File: config.mk
export PLATFORM = sky130hd
export DESIGN_NAME = screen_sequencer
export DESIGN_NICKNAME = d
export VERILOG_FILES = /design/src/rtl/vga_pkg.sv /design/src/rtl/rise_det.sv /design/src/rtl/screen_sequencer.sv
export SDC_FILE = /design/constraint.sdc
export NUM_CORES = 1
export LEC_CHECK = 0
export BUFFER_PORTS_ARGS = -buffer_cell sky130_fd_sc_hd__buf_2
export CAP_MARGIN = 20
export CORE_MARGIN = 2
export CORE_UTILIZATION = 45
export CTS_BUF_LIST = sky130_fd_sc_hd__clkbuf_4
export DETAILED_ROUTE_END_ITERATION = 10
export GPL_TIMING_DRIVEN = 0
export PLACE_DENSITY = 0.65
export REMOVE_ABC_BUFFERS = 1
export SETUP_SLACK_MARGIN = 0.3
export SLEW_MARGIN = 40
export SYNTH_ARGS = -nofsm -noshare
export SYNTH_HDL_FRONTEND = slang
export SYNTH_SLANG_ARGS = --single-unit
File: constraint.sdc
create_clock -name clk -period 5.5 [get_ports clk]
set_clock_uncertainty 0.15 [all_clocks]
set_input_delay 0.55 -clock clk [delete_from_list [all_inputs] [get_ports clk]]
set_output_delay 0.55 -clock clk [all_outputs]
set_load 0.01 [all_outputs]
File: src/rtl/vga_pkg.sv
// rtl/vga_pkg.sv - shared VGA/game types: screen select enum and game-flow constants
package vga_pkg;

    // Screen select consumed by the screen mux.
    typedef enum logic [1:0] {
        START    = 2'd0,
        GAME     = 2'd1,
        PLAYER_1 = 2'd2,
        PLAYER_2 = 2'd3
    } state;

    localparam int SCORE_W                 = 3;
    localparam int WIN_SCORE_DEFAULT       = 3;
    localparam int WIN_HOLD_FRAMES_DEFAULT = 300;
    localparam int HOLDOFF_FRAMES_DEFAULT  = 30;

endpackage

File: src/rtl/rise_det.sv
// rtl/rise_det.sv - single-cycle rising-edge detector
// Ports:
//   clk  in  clock
//   rst  in  synchronous active-high reset (clears the history register)
//   sig  in  level input
//   rise out sig & ~sig_q, combinational from the current input
module rise_det (
    input  logic clk,
    input  logic rst,
    input  logic sig,
    output logic rise
);

    logic sig_q;

    always_ff @(posedge clk) begin
        if (rst) begin
            sig_q <= 1'b0;
        end else begin
            sig_q <= sig;
        end
    end

    assign rise = sig & ~sig_q;

endmodule

File: src/rtl/screen_sequencer.sv
// rtl/screen_sequencer.sv - game-flow FSM: START -> GAME -> PLAYER_1/PLAYER_2 -> START
// Screen changes are committed only on a vsync rising edge. Optional pause
// feature is compiled in with `define GAME_PAUSE_EN.
// Ports:
//   clk        in  pixel clock
//   rst        in  synchronous active-high reset
//   vsync      in  vsync from VGA timing
//   btn_start  in  debounced start/confirm button (level)
//   p1_point   in  1-cycle pulse, player 1 scored
//   p2_point   in  1-cycle pulse, player 2 scored
//   screen     out committed screen select
//   score_p1   out player 1 score, saturating at WIN_SCORE
//   score_p2   out player 2 score, saturating at WIN_SCORE
//   game_rst   out 1-cycle pulse the cycle after screen first shows GAME
//   frame_tick out 1-cycle pulse on vsync rising edge
//   paused     out GAME paused (constant 0 without GAME_PAUSE_EN)
module screen_sequencer
    import vga_pkg::*;
#(
    parameter int WIN_SCORE       = WIN_SCORE_DEFAULT,
    parameter int WIN_HOLD_FRAMES = WIN_HOLD_FRAMES_DEFAULT,
    parameter int HOLDOFF_FRAMES  = HOLDOFF_FRAMES_DEFAULT
) (
    input  logic               clk,
    input  logic               rst,
    input  logic               vsync,
    input  logic               btn_start,
    input  logic               p1_point,
    input  logic               p2_point,
    output state               screen,
    output logic [SCORE_W-1:0] score_p1,
    output logic [SCORE_W-1:0] score_p2,
    output logic               game_rst,
    output logic               frame_tick,
    output logic               paused
);

    localparam int HOLD_W = $clog2(WIN_HOLD_FRAMES);
    localparam logic [SCORE_W-1:0] WIN        = SCORE_W'(WIN_SCORE);
    localparam logic [HOLD_W-1:0]  HOLD_LAST  = HOLD_W'(WIN_HOLD_FRAMES - 1);
    localparam logic [HOLD_W-1:0]  HOLD_READY = HOLD_W'(HOLDOFF_FRAMES);

    logic               btn_rise;
    state               fsm_q, fsm_d;
    logic [SCORE_W-1:0] score_p1_d, score_p2_d;
    logic [HOLD_W-1:0]  hold_q, hold_d;
    logic               paused_q, paused_d;
    logic               enter_q;

    rise_det u_vsync_rise (
        .clk  (clk),
        .rst  (rst),
        .sig  (vsync),
        .rise (frame_tick)
    );

    rise_det u_btn_rise (
        .clk  (clk),
        .rst  (rst),
        .sig  (btn_start),
        .rise (btn_rise)
    );

    always_comb begin
        fsm_d      = fsm_q;
        score_p1_d = score_p1;
        score_p2_d = score_p2;
        hold_d     = hold_q;
        paused_d   = paused_q;
        case (fsm_q)
            START: begin
                if (btn_rise) begin
                    fsm_d      = GAME;
                    score_p1_d = '0;
                    score_p2_d = '0;
                end
            end
            GAME: begin
                // Gating uses the pause state held during this cycle, so a
                // point arriving with the pausing press still counts.
                if (!paused_q) begin
                    if (p1_point && score_p1 < WIN) score_p1_d = score_p1 + SCORE_W'(1);
                    if (p2_point && score_p2 < WIN) score_p2_d = score_p2 + SCORE_W'(1);
                    // Player 1 checked first: a simultaneous win goes to P1.
                    if (score_p1_d == WIN) begin
                        fsm_d  = PLAYER_1;
                        hold_d = '0;
                    end else if (score_p2_d == WIN) begin
                        fsm_d  = PLAYER_2;
                        hold_d = '0;
                    end
                end
`ifdef GAME_PAUSE_EN
                if (btn_rise) paused_d = ~paused_q;
                if (fsm_d != GAME) paused_d = 1'b0;
`else
                paused_d = 1'b0;
`endif
            end
            PLAYER_1, PLAYER_2: begin
                if (frame_tick) begin
                    if (hold_q == HOLD_LAST) fsm_d = START;
                    else                     hold_d = hold_q + HOLD_W'(1);
                end
                // Presses before the holdoff window are simply dropped.
                if (btn_rise && hold_q >= HOLD_READY) fsm_d = START;
            end
            default: fsm_d = START;
        endcase
    end

    always_ff @(posedge clk) begin
        if (rst) begin
            fsm_q    <= START;
            screen   <= START;
            score_p1 <= '0;
            score_p2 <= '0;
            hold_q   <= '0;
            paused_q <= 1'b0;
            enter_q  <= 1'b0;
            game_rst <= 1'b0;
        end else begin
            fsm_q    <= fsm_d;
            score_p1 <= score_p1_d;
            score_p2 <= score_p2_d;
            hold_q   <= hold_d;
            paused_q <= paused_d;
            // Only the state present at the tick is committed to the display.
            if (frame_tick) screen <= fsm_q;
            // enter_q marks the commit into GAME; game_rst follows one cycle
            // after screen first shows GAME.
            enter_q  <= frame_tick && (fsm_q == GAME) && (screen != GAME);
            game_rst <= enter_q;
        end
    end

    assign paused = paused_q;

endmodule
Word level (Yosys, flattened, before mapping)
Index checks and enable logic that the tools add are counted.
{ "totals": {"reg_bits": 23, "in_bits": 6, "output_inout_bits": 11, "elab_cells": 63} }
{ "classes": {"add_sub_neg": 3, "magnitude_cmp": 3, "eq_ne": 13, "mux": 19, "bitwise_logic": 4, "n_reduce_logical": 12} }
{ "op_table": {"columns": ["operator", "count"], "rows": [
  ["$mux W9", 4],
  ["$pmux W9 S2", 1],
  ["$mux W3", 5],
  ["$mux W2", 6],
  ["$pmux W3 S2", 2],
  ["$add A9 B1 Y9 const B", 1],
  ["$eq A9 B9 Y1 const B", 1],
  ["$ge A9 B5 Y1 const B", 1],
  ["$ne A3 B3 Y1 const B", 3],
  ["$reduce_and A4 Y1", 2],
  ["$add A3 B1 Y3 const B", 2],
  ["$eq A3 B2 Y1 const B", 2],
  ["$lt A3 B2 Y1 const B", 2],
  ["$ne A2 B2 Y1 const B", 3],
  ["$pmux W2 S3", 1],
  ["$logic_and A1 B1 Y1", 5],
  ["$eq A2 B2 Y1 const B", 2],
  ["$reduce_bool A2 Y1", 2],
  ["$and A1 B1 Y1", 2],
  ["$eq A2 B1 Y1 const B", 1],
  ["$logic_not A2 Y1", 1],
  ["$ne A2 B1 Y1 const B", 1],
  ["$not A1 Y1", 2],
  ["$reduce_and A2 Y1", 1],
  ["$reduce_or A2 Y1", 1]
]} }

Logic depth before layout (Yosys ltp)
Gate-level depths: netlist of the first run.
{ "logic_depth": {"ltp_word": 8, "depth_mapped": 6, "mapped_depth_nobuf": 6} }

Modules after synthesis
A second synthesis of the first run with hierarchy kept.
{ "unflattened": {"hier_cells": 141, "area_unflattened_um2": 1256.2} }
{ "modules_own_cells": {"columns": ["module", "n_inst", "cells_each", "area_each_um2", "seq_area_each_um2"], "rows": [
  ["screen_sequencer", 1, 135, 1161.1, 420.4],
  ["rise_det", 2, 3, 47.5, 20.0]
]} }

Worst setup path before layout of the first run
Ideal clock, no wire load.
{ "synth_timing": {"path_kind": "reg-to-reg", "startpoint": "register hold_q[1]", "endpoint": "register fsm_q[0]", "setup_ns": 0.131, "arrival_time_ns": 1.498, "t_required_ns": 5.219, "path_slack_ns": 3.720, "stages_incl_launch_ff": 7, "n_path_buf": 0, "synth_period_minus_slack_ns": 1.780, "path_cell_list": "dfxtp_1 ha_1 nand2b_1 or3_4 a22oi_4 a2bb2o_4 nor3b_1"} }
{ "synth_between": {"elab_chain_cells": 4, "word_cells_on_any_way": 8, "cone_classes": "order compare (1); eq/ne (3); mux (2); reduce/logical (2)"} }
{ "synth_rtl": {"columns": ["item", "line", "text"], "rows": [
  ["start, declared", "screen_sequencer.sv:46", "logic [HOLD_W-1:0] hold_q, hold_d;"],
  ["start signal, assigned", "screen_sequencer.sv:126", "hold_q <= hold_d;"],
  ["$ge A9 B5 Y1", "screen_sequencer.sv:106", "if (btn_rise && hold_q >= HOLD_READY) fsm_d = START;"],
  ["$logic_and A1 B1 Y1", "screen_sequencer.sv:106", null],
  ["$ne A3 B3 Y1 (no line) or $mux W2 (tied branches)", null, null],
  ["$reduce_and A4 Y1 (no line) or $pmux W2 S3 (tied branches)", null, null],
  ["end signal, assigned", "screen_sequencer.sv:123", "fsm_q <= fsm_d;"],
  ["end, declared", "screen_sequencer.sv:44", "state fsm_q, fsm_d;"]
]} }
Several ways; a longest one is shown, not always the timed one.
A chain may end at the register's enable or synchronous reset.

Final worst setup path of the first run
{ "layout_timing": {"startpoint": "register fsm_q[1]", "endpoint": "register hold_q[8]"} }
{ "layout_between": {"elab_chain_cells": 4, "word_cells_on_any_way": 10, "cone_classes": "eq/ne (6); mux (1); reduce/logical (3)"} }
{ "layout_rtl": {"columns": ["item", "line", "text"], "rows": [
  ["$eq A2 B2 Y1", "screen_sequencer.sv:70", "case (fsm_q)"],
  ["$reduce_or A2 Y1", "screen_sequencer.sv:70", null],
  ["$ne A2 B2 Y1 (no line) or $reduce_bool A2 Y1 (tied branches)", null, null],
  ["$reduce_and A4 Y1 (no line)", null, null]
]} }
Several ways; a longest one is shown, not always the timed one.

==> flow_metrics.py, run 1 <==
metrics = {
    "drt": {
        "drt_wl_total_um": 2664,
        "avgViaCountPerCell": 5.878,
        "initialDrtViolationCount": 18,
        "dr.pass1.iters": 4,
        "via_count": 1111,
        "ant_nets": 0,
        "drcViolationCount": 0,
        "wl_per_cell_um": 14.10,
    },
    "worst_setup_path": {
        "worstPathCellList": "nor2b_1, o21ai_1, nand2_2, a311oi_1",
        "path_delay_family": "flip-flops",
        "r2r-start": "fsm_q[1]",
        "arrival_ps": 2130,
        "cp-startpoint": "fsm_q[1]",
        "rr_worst_depth": 4,
        "cp_slowest_cell": "dfxtp_1",
        "required_ps": 5580,
        "slowest_delay_ps": 710,
        "r2r_end": "hold_q[8]",
        "crit_buf_inv": 0,
        "path_max_fanout": 15,
        "setup.worst_path.start_class": "register",
        "worst-setup-path-type": "reg -> reg",
        "reg2reg_slack_ps": 3440,
        "end_kind": "register",
    },
    "clocking": {
        "postCtsSetupBuffers": 0,
        "cts_sinks": 23,
        "cts_tree": "yes",
        "clk_latency_ps": 330,
        "post_cts_resized": 0,
        "cts_max_level": 1,
        "cts_root_buf": "clkbuf_4",
        "max-clock-path-buffers": 2,
        "hold_buffers": 0,
        "cts_buffers": 3,
        "clkTransAtPathRegs_ps": 150,
    },
    "power": {
        "power_w": 0.0002971,
        "p_leak_nw": 0.4800,
        "powerDensity_mw_per_mm2": 222.1,
        "ir_worst_vdd_v": 0.0001348,
    },
    "logic_synthesis": {
        "synth_area_leaders": "dfxtp_1, a21oi_1, a311oi_1",
        "synth_top_cell_area_share": 0.3767,
        "synth-seq-area-share": 0.3767,
        "synth_top_area_cell": "dfxtp_1",
        "ys_warn_count": 0,
        "synth_flop_cell": "dfxtp_1",
        "synth-seq-cells": 23,
        "async_flop_share": 0,
        "syn-cell-area_mm2": 0.001222,
        "postSynthCellCount": 146,
        "synth.distinct_cells": 37,
        "avgSynthCellArea_um2": 8.373,
        "synth_edf_count": 0,
    },
    "grt": {
        "grt_use_total": 0.1808,
        "grt_pass1_wl_um": 4636,
        "grt_pass1_vias": 1066,
        "grt_max_degree": 25,
        "overflow": 0,
        "grt_antenna_before_repair": 0,
    },
    "cells_and_area": {
        "n_fill_cell": 264,
        "design_area_mm2": 0.001338,
        "final_cells": 189,
        "drive_above_1_share": 0.1572,
        "diodes": 0,
        "area_delta_synth_final_pct": 9.416,
        "fin_nets": 170,
    },
    "place": {
        "postPlaceCellArea_mm2": 0.001308,
        "dp.cells": 185,
        "gp_congestion": 0.8152,
        "hpwl_um": 1823,
        "port_buffers": 15,
    },
    "floorplan": {
        "die_height_um": 56.12,
        "rows": 18,
        "die_w_um": 56.12,
        "ios": 17,
        "initial_utilization": 0.4846,
        "die_area_mm2": 0.003149,
        "coreArea_mm2": 0.002522,
    },
    "job": {
        "maxCapViolations": 0,
    },
    "status": {
        "outcome": "finished clean",
    },
    "timing": {
        "maxSlewViolCount": 0,
        "fin_crit_ps": 2057,
        "hold_viol": 0,
        "setup-violations-final": 0,
        "maxSlewHeadroom": 0.5705,
        "post-route-period-util": 0.3740,
        "fin_tns_setup_ps": 0,
        "tightestPinTransition_ps": 643.0,
        "max_freq_mhz": 486.2,
        "rsz0062_at_grt": "false",
        "whs_ps": 313.1,
    },
    "worst_hold_path": {
        "worstHoldEndpoint": "game_rst",
        "hold_path_class": "reg -> reg",
        "hold_depth": 1,
        "hp-start": "enter_q",
    },
}
[cell usage in the layout, fill, tap and decap left out, drive strengths merged, types with 2 or more instances in the layout]
master / count
a311oi: 6
nand4: 2
and3: 2
nor2: 7
o21ai: 9
or3: 3
nand3: 7
a31oi: 4
nand2: 14
o31ai: 2
and2: 3
nor3: 5
buf: 15
clkbuf: 3
nand4bb: 2
a21boi: 2
nand3b: 2
a21oi: 17
nor2b: 7
inv: 6
dfxtp: 23
nand2b: 4
ha: 4
[power breakdown]
group / switching (W) / internal, W / leakage, nW / total, W
combinational: 0.0000212 / 0.0000153 / 0.279 / 0.0000364
clock: 0.0000560 / 0.0000278 / 0.0139 / 0.0000838
sequential: 0.00000576 / 0.000171 / 0.187 / 0.000177
[per-stage QoR]
step / setup WS (ps) / utilization
6_report: 3443 / 0.5303
5_1_grt: 3214 / 0.5303
3_5_place_dp: 3501 / 0.5184
4_1_cts: 3454 / 0.5303
2_1_floorplan: 3732 / -
3_3_place_gp: 3514 / 0.5184
[cell families after synthesis]
logic type / synth area share
fa+ha+maj: 0.04094
simple gates: 0.2856
other cells: 0.003068
flops: 0.3767
buf+inv: 0.04094
compound gates: 0.2528
[flip-flops by register name, indices dropped and copies added, names as in the netlist]
signal              count
hold_q                  9
score_p1                3
score_p2                3
fsm_q                   2
screen                  2
enter_q                 1
game_rst                1
u_btn_rise.sig_q        1
u_vsync_rise.sig_q      1
[worst register-to-register path: stages, from the launching register on]
cell and delay [ps]:
dfxtp_1 710, nor2b_1 300, o21ai_1 290, nand2_2 190, a311oi_1 310
[cell usage after synthesis (2+ instances only)]
library cell	n
a21boi_0	2
a21oi_1	17
a311oi_1	6
a31oi_1	4
and2_1	3
and3_1	2
clkbuf_1	4
dfxtp_1	23
ha_1	4
inv_1	6
nand2_1	13
nand2b_1	4
nand3_1	7
nand3b_1	2
nand4_1	2
nand4bb_1	2
nor2_1	7
nor2b_1	7
nor3_1	5
o21ai_0	7
o21ai_1	2
or3_1	2
[routing by layer]
metal / global-route usage / wire length (um) / vias up
met5: 0 / 0 / -
met4: 0.08503 / 41 / 0
met3: 0.03023 / 67 / 6
met2: 0.2874 / 1239 / 16
met1: 0.2369 / 1315 / 526
li1: - / - / 563
[layout make-up]
type / instances / area [um^2] / share of cell area
tap: 30 / 37.54 / 0.02806
sequential: 23 / 460.4 / 0.3442
multi-input combinational: 111 / 711.9 / 0.5323
clock inverter: 1 / 7.507 / 0.005613
clock buffer: 3 / 22.52 / 0.01684
timing repair buffer: 15 / 75.07 / 0.05613
inverter: 6 / 22.52 / 0.01684
[worst max path at each step]
stage / endpoint / slack, ps / cells after the start
global route: hold_q[8] / 3210 / 4
global placement: fsm_q[0] / 3510 / 5
CTS: hold_q[8] / 3450 / 4
floorplan: fsm_q[0] / 3730 / 6
detailed placement: hold_q[2] / 3500 / 4
finish: hold_q[8] / 3440 / 4
(Power assumes the default switching activity.)
==> run 2: changes to the inputs <==
- PLACE_DENSITY: 0.65 -> 0.68
- clock period: 5.5 -> 1.8 ns (I/O delays scaled with it)
==> flow_metrics.py, run 2 (same netlist as run 1, synthesis figures left out) <==
metrics = {
    "status": {
        "outcome": "finished clean",
    },
    "timing": {
        "rsz0062_at_grt": "true",
        "setup-violations-final": 0,
        "hold_viol": 0,
        "maxSlewViolCount": 0,
        "max_freq_mhz": 571.7,
        "fin_crit_ps": 1749,
        "layout_setup_ws_ps": 50.74,
        "post-route-period-util": 0.9718,
    },
    "grt": {
        "grt_use_total": 0.2244,
        "grt_pass1_wl_um": 5554,
        "grt_pass1_vias": 1214,
        "overflow": 0,
        "grt_max_degree": 25,
        "grt_antenna_before_repair": 0,
    },
    "power": {
        "p_clk_frac": 0.274,
        "powerDensity_mw_per_mm2": 557.6,
        "ir_worst_vdd_v": 0.0005447,
        "p_switching_w": 0.0002647,
        "p_seq_frac": 0.547,
        "p_leak_nw": 0.6509,
        "sw_frac_of_total": 0.2741,
        "pwr-share-comb": 0.178,
        "intPower_w": 0.0007009,
    },
    "place": {
        "gp_congestion": 0.8573,
        "hpwl_um": 1849,
        "postPlaceCellArea_mm2": 0.001308,
        "port_buffers": 15,
        "place_ws_ps": -218.3,
    },
    "drt": {
        "wl_per_cell_um": 15.45,
        "dr.pass1.iters": 4,
        "drt_wl_total_um": 3368,
        "ant_nets": 0,
        "avgViaCountPerCell": 5.963,
        "initialDrtViolationCount": 43,
        "route.met3.wl_um": 210,
        "via_count": 1300,
        "met1Wirelength_um": 1373,
        "dr_wl_met2_um": 1665,
        "top_layer": "met4",
        "drcViolationCount": 0,
    },
    "cells_and_area": {
        "reg_top3": "hold_q (9), score_p1 (3), score_p2 (3)",
        "drive_above_1_share": 0.4415,
        "top_register": "hold_q",
        "fin_nets": 199,
        "largest_reg_flops": 9,
        "design_area_mm2": 0.001732,
        "mostFrequentLayoutCells": "buf_4, a21oi_1, buf_2, nand2_1, dfxtp_1",
        "area_delta_synth_final_pct": 41.66,
        "final_common_cell": "buf_4",
        "diodes": 0,
    },
    "floorplan": {
        "initial_utilization": 0.4846,
        "rows": 18,
        "die_height_um": 56.12,
        "ios": 17,
        "die_area_mm2": 0.003149,
        "coreArea_mm2": 0.002522,
        "die_w_um": 56.12,
    },
    "clocking": {
        "max-clock-path-buffers": 2,
        "cts_root_buf": "clkbuf_4",
        "cts_max_level": 1,
        "cts_buffers": 3,
        "clk_latency_ps": 320,
        "cts_tree": "yes",
        "cts_sinks": 23,
        "clkTransAtPathRegs_ps": 130,
    },
    "worst_setup_path": {
        "arrival_ps": 1810,
        "end_kind": "register",
        "worst-setup-path-type": "reg -> reg",
        "required_ps": 1860,
        "path_max_fanout": 3,
        "setup.worst_path.start_class": "register",
    },
    "worst_hold_path": {
        "hold_path_class": "in -> reg",
    },
    "job": {
        "maxCapViolations": 0,
    },
}
[run 2: cell types whose count changed in the layout (fill, tap and decap cells not counted), moves of 3 or more]
cell and delta:
buf_4 +23, buf_6 +4, dfxtp_1 -14, dfxtp_2 +7, dfxtp_4 +7, ha_1 -3, ha_4 +3
[run 2: power by group through the flow]
stage,Combinational (W),Clock [W],Sequential [W]
floorplan,0.0000711,0,0.000549
global placement,0.000107,0,0.000549
detailed placement,0.000111,0,0.000550
CTS,0.000142,0.000271,0.000530
global route,0.000185,0.000294,0.000531
finish,0.000172,0.000265,0.000528
[run 2: per-stage QoR]
step / total power [W] / instances / util / setup TNS, ps / hold WS (ps)
floorplan: 0.0006202 / 140 / - / 0 / 99.07
global placement: 0.0006557 / 185 / 0.5184 / -1277 / 266.7
detailed placement: 0.0006617 / 185 / 0.5184 / -1971 / 272.7
CTS: 0.0009428 / 213 / 0.6463 / 0 / 46.42
global route: 0.001010 / 218 / 0.6865 / 0 / 76.21
finish: 0.0009655 / 218 / 0.6865 / 0 / 54.08
[run 2: per-layer routing]
layer  global-route usage  vias to the layer above
li1                     -                      618
met4               0.1054                        0
met2               0.3899                       57
met1               0.2564                      608
met5                    0                        -
met3              0.05349                       17
[run 2: cell type report]
cell class	count	area [um^2]
repair buffers	44	312.8
inverters	6	22.52
flip-flops and latches	23	495.5
multi-input cells	111	833.3
fillers	200	790.8
clock buffers	4	30.03
well taps	30	37.54
[run 2: critical path, cell delays in order (launching register included)]
cell      delay, ps
dfxtp_2         350
or2_4           250
or3_4           380
a22oi_4         160
a2bb2o_4        220
nor3b_1         120
[run 2: repair_timing]
action	4_1_cts	5_1_grt
gates resized for setup	35	14
pin swaps	11	7
setup buffers	22	5
hold endpoints to repair	2	0
endpoints found under the setup margin	16	15
hold buffers	2	0
[run 2: worst paths after layout]
kind                  start         to  slack (ps)  cells after the start
setup / recovery  hold_q[6]   fsm_q[0]          50                      5
hold / removal        vsync  screen[0]          50                      4
setup reg to reg  hold_q[6]   fsm_q[0]          50                      5
hold reg to reg     enter_q   game_rst         310                      1
